File: config.mk
export PLATFORM = sky130hd
export DESIGN_NAME = vga_layer_arbiter
export DESIGN_NICKNAME = d
export VERILOG_FILES = /design/src/rtl/vga_layer_arbiter.sv
export SDC_FILE = /design/constraint.sdc
export NUM_CORES = 1
export LEC_CHECK = 0
export BUFFER_PORTS_ARGS = -buffer_cell sky130_fd_sc_hd__buf_2
export CORE_ASPECT_RATIO = 1.2
export CORE_MARGIN = 2
export CORE_UTILIZATION = 61
export CTS_BUF_LIST = sky130_fd_sc_hd__clkbuf_8
export CTS_CLUSTER_DIAMETER = 120
export CTS_CLUSTER_SIZE = 30
export DETAILED_ROUTE_END_ITERATION = 6
export PLACE_DENSITY = 0.79
export SETUP_SLACK_MARGIN = 0.5
export SLEW_MARGIN = 20
export SYNTH_ARGS = -nofsm -noshare
export SYNTH_HDL_FRONTEND = slang
export SYNTH_SLANG_ARGS = --single-unit
File: constraint.sdc
create_clock -name clk_vga -period 9.2 [get_ports clk_vga]
set_input_delay 2.76 -clock clk_vga [delete_from_list [all_inputs] [get_ports clk_vga]]
set_output_delay 2.76 -clock clk_vga [all_outputs]
set_load 0.02 [all_outputs]
File: src/rtl/vga_layer_arbiter.sv
// ---------------------------------------------------------------------------
// vga_layer_arbiter
//
// Purpose:
//   Sits between the VGA timing generator and the DAC pins and shares the
//   single pixel output between NUM_LAYERS rectangular layers by fixed
//   priority (layer 0 wins). Layer configuration is written over a
//   valid/ready port into a pending set, and the pending set is copied into
//   the active set only at frame start (falling edge of v_sync_in). A frame
//   therefore never shows a half-updated configuration.
//
//   Pixel path is a fixed 2-stage pipeline:
//     S1: one registered hit bit per layer, plus registered de
//     S2: lowest-index hit selects colour and index; background or black
//         otherwise
//   The sync signals pass through two flops so they stay aligned with
//   rgb_out.
//
// Optional feature (compile-time macro VGA_COLLISION_EN):
//   When defined, a sticky per-layer accumulator records every layer that
//   was hit together with at least one other layer during a frame. At each
//   commit the accumulator is published on collision and cleared, so
//   collision shows the previous frame's result for the whole frame. When
//   the macro is not defined, collision is tied to 0.
//
// Ports:
//   clk_vga               pixel clock
//   rst_vga               synchronous reset, active low
//   h_sync_in, v_sync_in  syncs from the timing generator (vsync active-low)
//   de_in, x_in, y_in     visible-pixel flag and position
//   cfg_valid/cfg_ready   config write handshake
//   cfg_layer, cfg_en, cfg_x0, cfg_x1, cfg_y0, cfg_y1, cfg_color
//                         config payload (bounds are inclusive)
//   h_sync_out, v_sync_out  syncs delayed by 2 cycles
//   rgb_out               pixel colour aligned with the delayed syncs
//   hit_layer             winning layer index, NUM_LAYERS when none
//   frame_start           high during the commit cycle
//   collision             per-layer overlap flags of the previous frame
// ---------------------------------------------------------------------------
module vga_layer_arbiter #(
    parameter int                 NUM_LAYERS = 4,
    parameter int                 COORD_W    = 10,
    parameter int                 COLOR_W    = 8,
    parameter logic [COLOR_W-1:0] BG_COLOR   = '0,
    localparam int                LW         = (NUM_LAYERS > 1) ? $clog2(NUM_LAYERS) : 1
) (
    input  logic                  clk_vga,
    input  logic                  rst_vga,
    input  logic                  h_sync_in,
    input  logic                  v_sync_in,
    input  logic                  de_in,
    input  logic [COORD_W-1:0]    x_in,
    input  logic [COORD_W-1:0]    y_in,
    input  logic                  cfg_valid,
    output logic                  cfg_ready,
    input  logic [LW-1:0]         cfg_layer,
    input  logic                  cfg_en,
    input  logic [COORD_W-1:0]    cfg_x0,
    input  logic [COORD_W-1:0]    cfg_x1,
    input  logic [COORD_W-1:0]    cfg_y0,
    input  logic [COORD_W-1:0]    cfg_y1,
    input  logic [COLOR_W-1:0]    cfg_color,
    output logic                  h_sync_out,
    output logic                  v_sync_out,
    output logic [COLOR_W-1:0]    rgb_out,
    output logic [LW:0]           hit_layer,
    output logic                  frame_start,
    output logic [NUM_LAYERS-1:0] collision
);

    // Pending and active layer sets
    logic [NUM_LAYERS-1:0] pend_en_reg;
    logic [NUM_LAYERS-1:0] act_en_reg;
    logic [COORD_W-1:0]    pend_x0_reg    [NUM_LAYERS];
    logic [COORD_W-1:0]    pend_x1_reg    [NUM_LAYERS];
    logic [COORD_W-1:0]    pend_y0_reg    [NUM_LAYERS];
    logic [COORD_W-1:0]    pend_y1_reg    [NUM_LAYERS];
    logic [COLOR_W-1:0]    pend_color_reg [NUM_LAYERS];
    logic [COORD_W-1:0]    act_x0_reg     [NUM_LAYERS];
    logic [COORD_W-1:0]    act_x1_reg     [NUM_LAYERS];
    logic [COORD_W-1:0]    act_y0_reg     [NUM_LAYERS];
    logic [COORD_W-1:0]    act_y1_reg     [NUM_LAYERS];
    logic [COLOR_W-1:0]    act_color_reg  [NUM_LAYERS];

    // Pipeline state
    logic                  ready_reg;
    logic                  h1_reg, h2_reg, v1_reg, v2_reg;
    logic                  de1_reg;
    logic [NUM_LAYERS-1:0] hit_reg;
    logic [COLOR_W-1:0]    rgb_reg;
    logic [LW:0]           hit_layer_reg;

    logic                  commit;
    logic                  accept;
    logic [NUM_LAYERS-1:0] wr_sel;
    logic [NUM_LAYERS-1:0] hit_next;
    logic [COLOR_W-1:0]    color_next;
    logic [COLOR_W-1:0]    rgb_next;
    logic [LW:0]           hit_layer_next;

    // Commit on the falling edge of vsync. Gating with rst_vga keeps every
    // combinational output low while reset is asserted.
    assign commit      = rst_vga & v1_reg & ~v_sync_in;
    assign cfg_ready   = rst_vga & ready_reg & ~commit;
    assign accept      = cfg_valid & cfg_ready;
    assign frame_start = commit;

    // Per-layer write decode and S1 hit compare. A cfg_layer value with no
    // matching layer selects nothing, so the write is accepted and dropped.
    // An empty box (x0 > x1 or y0 > y1) can never satisfy both compares.
    generate
        for (genvar gi = 0; gi < NUM_LAYERS; gi++) begin : g_layer
            assign wr_sel[gi]   = accept && (cfg_layer == LW'(gi));
            assign hit_next[gi] = act_en_reg[gi] && de_in
                               && (x_in >= act_x0_reg[gi]) && (x_in <= act_x1_reg[gi])
                               && (y_in >= act_y0_reg[gi]) && (y_in <= act_y1_reg[gi]);
        end
    endgenerate

    // S2: lowest-index hit wins; scanning downward lets the lowest index
    // overwrite the others.
    always_comb begin
        hit_layer_next = (LW+1)'(NUM_LAYERS);
        color_next     = '0;
        for (int i = NUM_LAYERS - 1; i >= 0; i--) begin
            if (hit_reg[i]) begin
                hit_layer_next = (LW+1)'(i);
                color_next     = act_color_reg[i];
            end
        end
        if (hit_reg != '0)
            rgb_next = color_next;
        else if (de1_reg)
            rgb_next = BG_COLOR;
        else
            rgb_next = '0;
    end

    always_ff @(posedge clk_vga) begin
        if (!rst_vga) begin
            ready_reg     <= 1'b0;
            h1_reg        <= 1'b0;
            h2_reg        <= 1'b0;
            v1_reg        <= 1'b0;
            v2_reg        <= 1'b0;
            de1_reg       <= 1'b0;
            hit_reg       <= '0;
            rgb_reg       <= '0;
            hit_layer_reg <= (LW+1)'(NUM_LAYERS);
            pend_en_reg   <= '0;
            act_en_reg    <= '0;
            for (int i = 0; i < NUM_LAYERS; i++) begin
                pend_x0_reg[i]    <= '0;
                pend_x1_reg[i]    <= '0;
                pend_y0_reg[i]    <= '0;
                pend_y1_reg[i]    <= '0;
                pend_color_reg[i] <= '0;
                act_x0_reg[i]     <= '0;
                act_x1_reg[i]     <= '0;
                act_y0_reg[i]     <= '0;
                act_y1_reg[i]     <= '0;
                act_color_reg[i]  <= '0;
            end
        end else begin
            ready_reg     <= 1'b1;
            h1_reg        <= h_sync_in;
            h2_reg        <= h1_reg;
            v1_reg        <= v_sync_in;
            v2_reg        <= v1_reg;
            de1_reg       <= de_in;
            hit_reg       <= hit_next;
            rgb_reg       <= rgb_next;
            hit_layer_reg <= hit_layer_next;
            // Writes and commits never share a cycle because cfg_ready is
            // low during the commit cycle.
            for (int i = 0; i < NUM_LAYERS; i++) begin
                if (wr_sel[i]) begin
                    pend_en_reg[i]    <= cfg_en;
                    pend_x0_reg[i]    <= cfg_x0;
                    pend_x1_reg[i]    <= cfg_x1;
                    pend_y0_reg[i]    <= cfg_y0;
                    pend_y1_reg[i]    <= cfg_y1;
                    pend_color_reg[i] <= cfg_color;
                end
                if (commit) begin
                    act_en_reg[i]    <= pend_en_reg[i];
                    act_x0_reg[i]    <= pend_x0_reg[i];
                    act_x1_reg[i]    <= pend_x1_reg[i];
                    act_y0_reg[i]    <= pend_y0_reg[i];
                    act_y1_reg[i]    <= pend_y1_reg[i];
                    act_color_reg[i] <= pend_color_reg[i];
                end
            end
        end
    end

    assign h_sync_out = h2_reg;
    assign v_sync_out = v2_reg;
    assign rgb_out    = rgb_reg;
    assign hit_layer  = hit_layer_reg;

`ifdef VGA_COLLISION_EN
    logic [NUM_LAYERS-1:0] coll_acc_reg;
    logic [NUM_LAYERS-1:0] coll_reg;
    logic                  multi_hit;

    // More than one bit set <=> clearing the lowest set bit leaves something.
    assign multi_hit = |(hit_reg & (hit_reg - NUM_LAYERS'(1)));

    always_ff @(posedge clk_vga) begin
        if (!rst_vga) begin
            coll_acc_reg <= '0;
            coll_reg     <= '0;
        end else if (commit) begin
            // Clearing wins over a same-cycle overlap.
            coll_reg     <= coll_acc_reg;
            coll_acc_reg <= '0;
        end else if (multi_hit) begin
            coll_acc_reg <= coll_acc_reg | hit_reg;
        end
    end

    assign collision = coll_reg;
`else
    assign collision = '0;
`endif

endmodule

Yosys cells after proc, flatten, opt, wreduce, memory -nomap -nowiden:

Memory sizes are Yosys's and may differ from the RTL's.
Cells that the tools add are included.

* bits in latches: 0
* register bits: 28
* memories: 10
* input bits: 77
* output and inout bits: 19
* memory bits (read-only): 0
* memory bits (writable): 384
* word-level logic and storage cells: 186

Memories
* act_x0_reg: words 4, bits a word 10, read ports 4, clocked after memory_dff 0, wr ports 4, line 79 `logic [COORD_W-1:0] act_x0_reg [NUM_LAYERS];`
* act_x1_reg: words 4, bits a word 10, read ports 4, clocked after memory_dff 0, wr ports 4, line 80 `logic [COORD_W-1:0] act_x1_reg [NUM_LAYERS];`
* act_y0_reg: words 4, bits a word 10, read ports 4, clocked after memory_dff 0, wr ports 4, line 81 `logic [COORD_W-1:0] act_y0_reg [NUM_LAYERS];`
* act_y1_reg: words 4, bits a word 10, read ports 4, clocked after memory_dff 0, wr ports 4, line 82 `logic [COORD_W-1:0] act_y1_reg [NUM_LAYERS];`
* pend_x0_reg: words 4, bits a word 10, read ports 4, clocked after memory_dff 0, wr ports 4, line 74 `logic [COORD_W-1:0] pend_x0_reg [NUM_LAYERS];`
* pend_x1_reg: words 4, bits a word 10, read ports 4, clocked after memory_dff 0, wr ports 4, line 75 `logic [COORD_W-1:0] pend_x1_reg [NUM_LAYERS];`
* +4 memories

* reduce and logical (&&, ||, !) cells: 29
* add/subtract/negate cells: 0
* shifts and indexed selects: 0
* equality and inequality tests: 3
* bitwise gates (word level): 48
* multipliers: 0
* divide/modulo/power cells: 0
* mux-type cells: 65
* $lt $le $gt $ge: 16

Operators by type and width (count)
* $mux W10: 32
* $mux W8: 12
* $ge A10 B10 Y1: 8
* $le A10 B10 Y1: 8
* $or A1 B1 Y1: 40
* $logic_and A1 B1 Y1: 24
* $mux W1: 17
* $mux W3: 4
* $and A1 B1 Y1: 5
* $eq A2 B2 Y1 const B: 2
* $reduce_bool A4 Y1: 1
* $not A1 Y1: 3
* $reduce_or A3 Y1: 1
* $eq A2 B1 Y1 const B: 1
* $logic_not A2 Y1: 1
* $reduce_and A2 Y1: 1
* $reduce_or A2 Y1: 1

Longest topological paths before layout:

* word-level depth: 10
* mapped depth: 8
* gate-level depth less buffers: 8

Least setup slack after synthesis:

Ideal clock, no wire load.

* path type: in2reg
* from: in v_sync_in
* to: mem act_color_reg[0][0] (enable)
* data arrival time: 6717 ps
* slack: 1939 ps
* library setup time: 544 ps
* data required time: 8656 ps
* path buffers: 0
* cell stages on the path: 3
* cell sequence: inv_1 > a21boi_4 > inv_1

RTL lines
* start, declared: line 50 `input logic v_sync_in,`
* end, declared: line 83 `logic [COLOR_W-1:0] act_color_reg [NUM_LAYERS];`

Worst setup path after layout:

* from: in v_sync_in
* to: out cfg_ready

* cells in the longest elaborated chain, start to end: 4

Ends and longest elaborated chain
* $not A1 Y1: line 103 `assign commit = rst_vga & v1_reg & ~v_sync_in;`
* $and A1 B1 Y1: line 103
* $not A1 Y1: line 104 `assign cfg_ready = rst_vga & ready_reg & ~commit;`
* $and A1 B1 Y1: line 104
* end, declared: line 55 `output logic cfg_ready,`

No other way between the ends.

==> load_flow_metrics.sql <==
INSERT INTO impl_metrics (metric_group, metric, value, unit) VALUES
('power', 'comb_power_share', '9.6', '%'),
('clocking', 'tritoncts', 'built', ''),
('timing', 'max_slew_margin', '29.5', '%'),
('power', 'power.density', '154', 'nW/um^2'),
('logic_synthesis', 'synth.avg_cell_area', '12.9', 'um^2'),
('clocking', 'cts.sinks', '412', ''),
('clocking', 'ctsLongestPathBuffers', '3', ''),
('grt', 'maximum_number_of_pins_on_one_net_before_global_route_repair', '134', ''),
('final_layout', 'layout.filler_cells', '2296', ''),
('grt', 'wire_length_of_the_first_global_routing_pass', '59300', 'um'),
('routing', 'post_drt_via_cell_ratio', '5.78', ''),
('grt', 'remaining_global_route_overflow', '0', ''),
('die', 'height_of_the_die', '198', 'um'),
('clocking', 'clk_transition_reported_paths', '170', 'ps'),
('critical_path', 'rr_endpoint', 'pend_color_reg[1][5]', ''),
('critical_path', 'reg2reg_slack', '6360', 'ps'),
('final_layout', 'most-common-layout-cells', 'edfxtp_1 (384), and2_1 (197), and3_1 (194)', ''),
('final_layout', 'finalNetCount', '1773', ''),
('timing', 'post-route-min-period', '6970', 'ps'),
('clocking', 'clockRootBuffer', 'clkbuf_8', ''),
('die', 'design.die.area', '32900', 'um^2'),
('timing', 'fin_worst_skew', '22.8', 'ps'),
('critical_path', 'cp-start-kind', 'input port', ''),
('clocking', 'clkLatencyLatePin', '580', 'ps'),
('timing', 'final_number_of_max_transition_violations', '0', ''),
('logic_synthesis', 'yosysWarningCount', '0', ''),
('logic_synthesis', 'postSynth.asyncResetShare', '0', '%'),
('routing', 'vias', '11300', ''),
('worst_hold_path', 'hp-class', 'register to register', ''),
('routing', 'detailedRoute.firstPassIterationCount', '7', ''),
('clocking', 'postCtsSetupRepairBufs', '0', ''),
('grt', 'vias_in_the_first_global_route', '11200', ''),
('logic_synthesis', 'synth_seq_cells', '412', ''),
('clocking', 'cts_max_level', '1', ''),
('worst_hold_path', 'hp-start', 'pend_en_reg[2]', ''),
('placed_design', 'place.detailed.hpwl', '24800', 'um'),
('final_layout', 'finish.instance_area', '20300', 'um^2'),
('die', 'design.core.area', '31200', 'um^2'),
('outcome', 'run_status', 'complete, no violations', ''),
('clocking', 'cts_buffers', '17', ''),
('power', 'share_clk_of_total_power', '22.0', '%'),
('grt', 'antenna_violations_before_repair', '2', ''),
('final_layout', 'ratio_of_cells_with_drive_above_1_in_the_final_layout', '8.93', '%'),
('power', 'p_leak', '8.95', 'nW'),
('timing', 'finalHoldViolCount', '0', ''),
('critical_path', 'critical_path.reg2reg.startpoint', 'v1_reg', ''),
('placed_design', 'place_ws', '2210', 'ps'),
('power', 'netSwitchingFraction', '23.2', '%'),
('die', 'rows', '71', ''),
('power', 'vdd_ir_drop_max', '0.156', 'mV'),
('logic_synthesis', 'synth_edf_count', '384', ''),
('critical_path', 'cp-end-kind', 'output pin', ''),
('power', 'power_switching', '0.000727', 'W'),
('final_layout', 'area_growth_syn_to_layout', '5.88', '%'),
('timing', 'clock.fmax', '143', 'MHz'),
('worst_hold_path', 'timing.hold.worst_path_depth', '2', ''),
('timing', 'setup_slack', '2230', 'ps'),
('placed_design', 'place.gp.congestion', '0.849', ''),
('timing', 'grt_setup_unrepaired', 'false', ''),
('timing', 'timing.hold.ws', '483', 'ps'),
('logic_synthesis', 'syn-instance-count', '1481', ''),
('die', 'dieWidth', '166', 'um'),
('power', 'power.sequential.fraction', '68.4', '%'),
('logic_synthesis', 'synthDominantCellAreaShare', '60.1', '%'),
('clocking', 'cts_resized', '0', ''),
('job', 'maxCapViolations', '0', ''),
('critical_path', 'cp.arrival', '4210', 'ps'),
('die', 'initial_core_util', '61.5', '%'),
('critical_path', 'critical_path_peak_fanout', '62', ''),
('timing', 'tightest_slew', '1060', 'ps'),
('die', 'pin_count', '96', '');
layer usage:
metal	part of all wire (%)	routed length [um]	global-route usage [%]
met1	40	15200	28.9
met2	52	19500	41.9
met3	4.3	1630	2.38
met4	3.3	1260	8.15
met5	0.035	13	0
worst max path at each step:
stage                     startpoint                   to  cells past startpoint
after floorplan            v_sync_in  act_color_reg[0][0]                      3
after global placement     v_sync_in            cfg_ready                      5
after detailed placement   v_sync_in            cfg_ready                      5
after CTS                  v_sync_in            cfg_ready                      5
after global routing       v_sync_in            cfg_ready                      5
final                      v_sync_in            cfg_ready                      5
synthesized netlist by cell type (all sizes together) (2+ instances only):
cell type    n
a2111oi      3
a211o        2
a211oi      25
a21o         8
a21oi       37
a22o         4
a22oi        8
a31oi        6
and2       199
and3       194
and4         2
buf          5
clkbuf      65
dfxtp       28
edfxtp     384
ha         160
inv        153
nand2       34
nand2b      10
nand3        9
nand4       19
nor2        21
nor2b       11
nor3        10
nor4         2
o2111a       2
o211ai       5
o21a         8
o21ai       41
o21bai       2
o22ai        8
o32ai        2
or2b         2
or4          3
through the flow:
step                      power [W]  cells
after global routing        0.00325   1947
after global placement      0.00246   1916
after CTS                   0.00314   1946
after floorplan             0.00237   1484
final                       0.00313   1947
after detailed placement    0.00249   1918
cell families (layout without fill, tap and decap cells):
| kind of cell | count (synthesis) | in the layout | share of synthesized area (%) |
|---|---|---|---|
| DFF | 412 | 412 | 63.1 |
| adders and majority gates | 160 | 160 | 10.4 |
| other | 1 | 5 | 0.0196 |
| AOI/OAI and AO/OA | 166 | 166 | 5.63 |
| and+or+nand+nor | 518 | 518 | 16.2 |
| buffers and inverters | 224 | 285 | 4.60 |
critical path: stages:
cell and delay (ps):
buf_2 100, clkinv_2 480, a21boi_4 540, and2_1 180
buf_2 150
cell type report:
cell class / count / area [um^2] / area share (%)
multi-input combinational: 848 / 6270 / 30.9
tap: 401 / 502 / 2.47
sequential: 412 / 12100 / 59.6
timing repair buffer: 103 / 574 / 2.83
antenna: 1 / 2.50 / 0.0123
inverter: 154 / 584 / 2.88
clock inverter: 11 / 46.3 / 0.228
clock buffer: 17 / 234 / 1.15
power groups by stage:
stage,Clock (W),Combinational (W),Sequential (W)
after floorplan,0,0.000184,0.00219
after global placement,0,0.000283,0.00218
after detailed placement,0,0.000301,0.00218
after CTS,0.000698,0.000303,0.00214
after global routing,0.000758,0.000340,0.00215
final,0.000687,0.000300,0.00214
No activity file was read; power rests on OpenSTA's default activity.
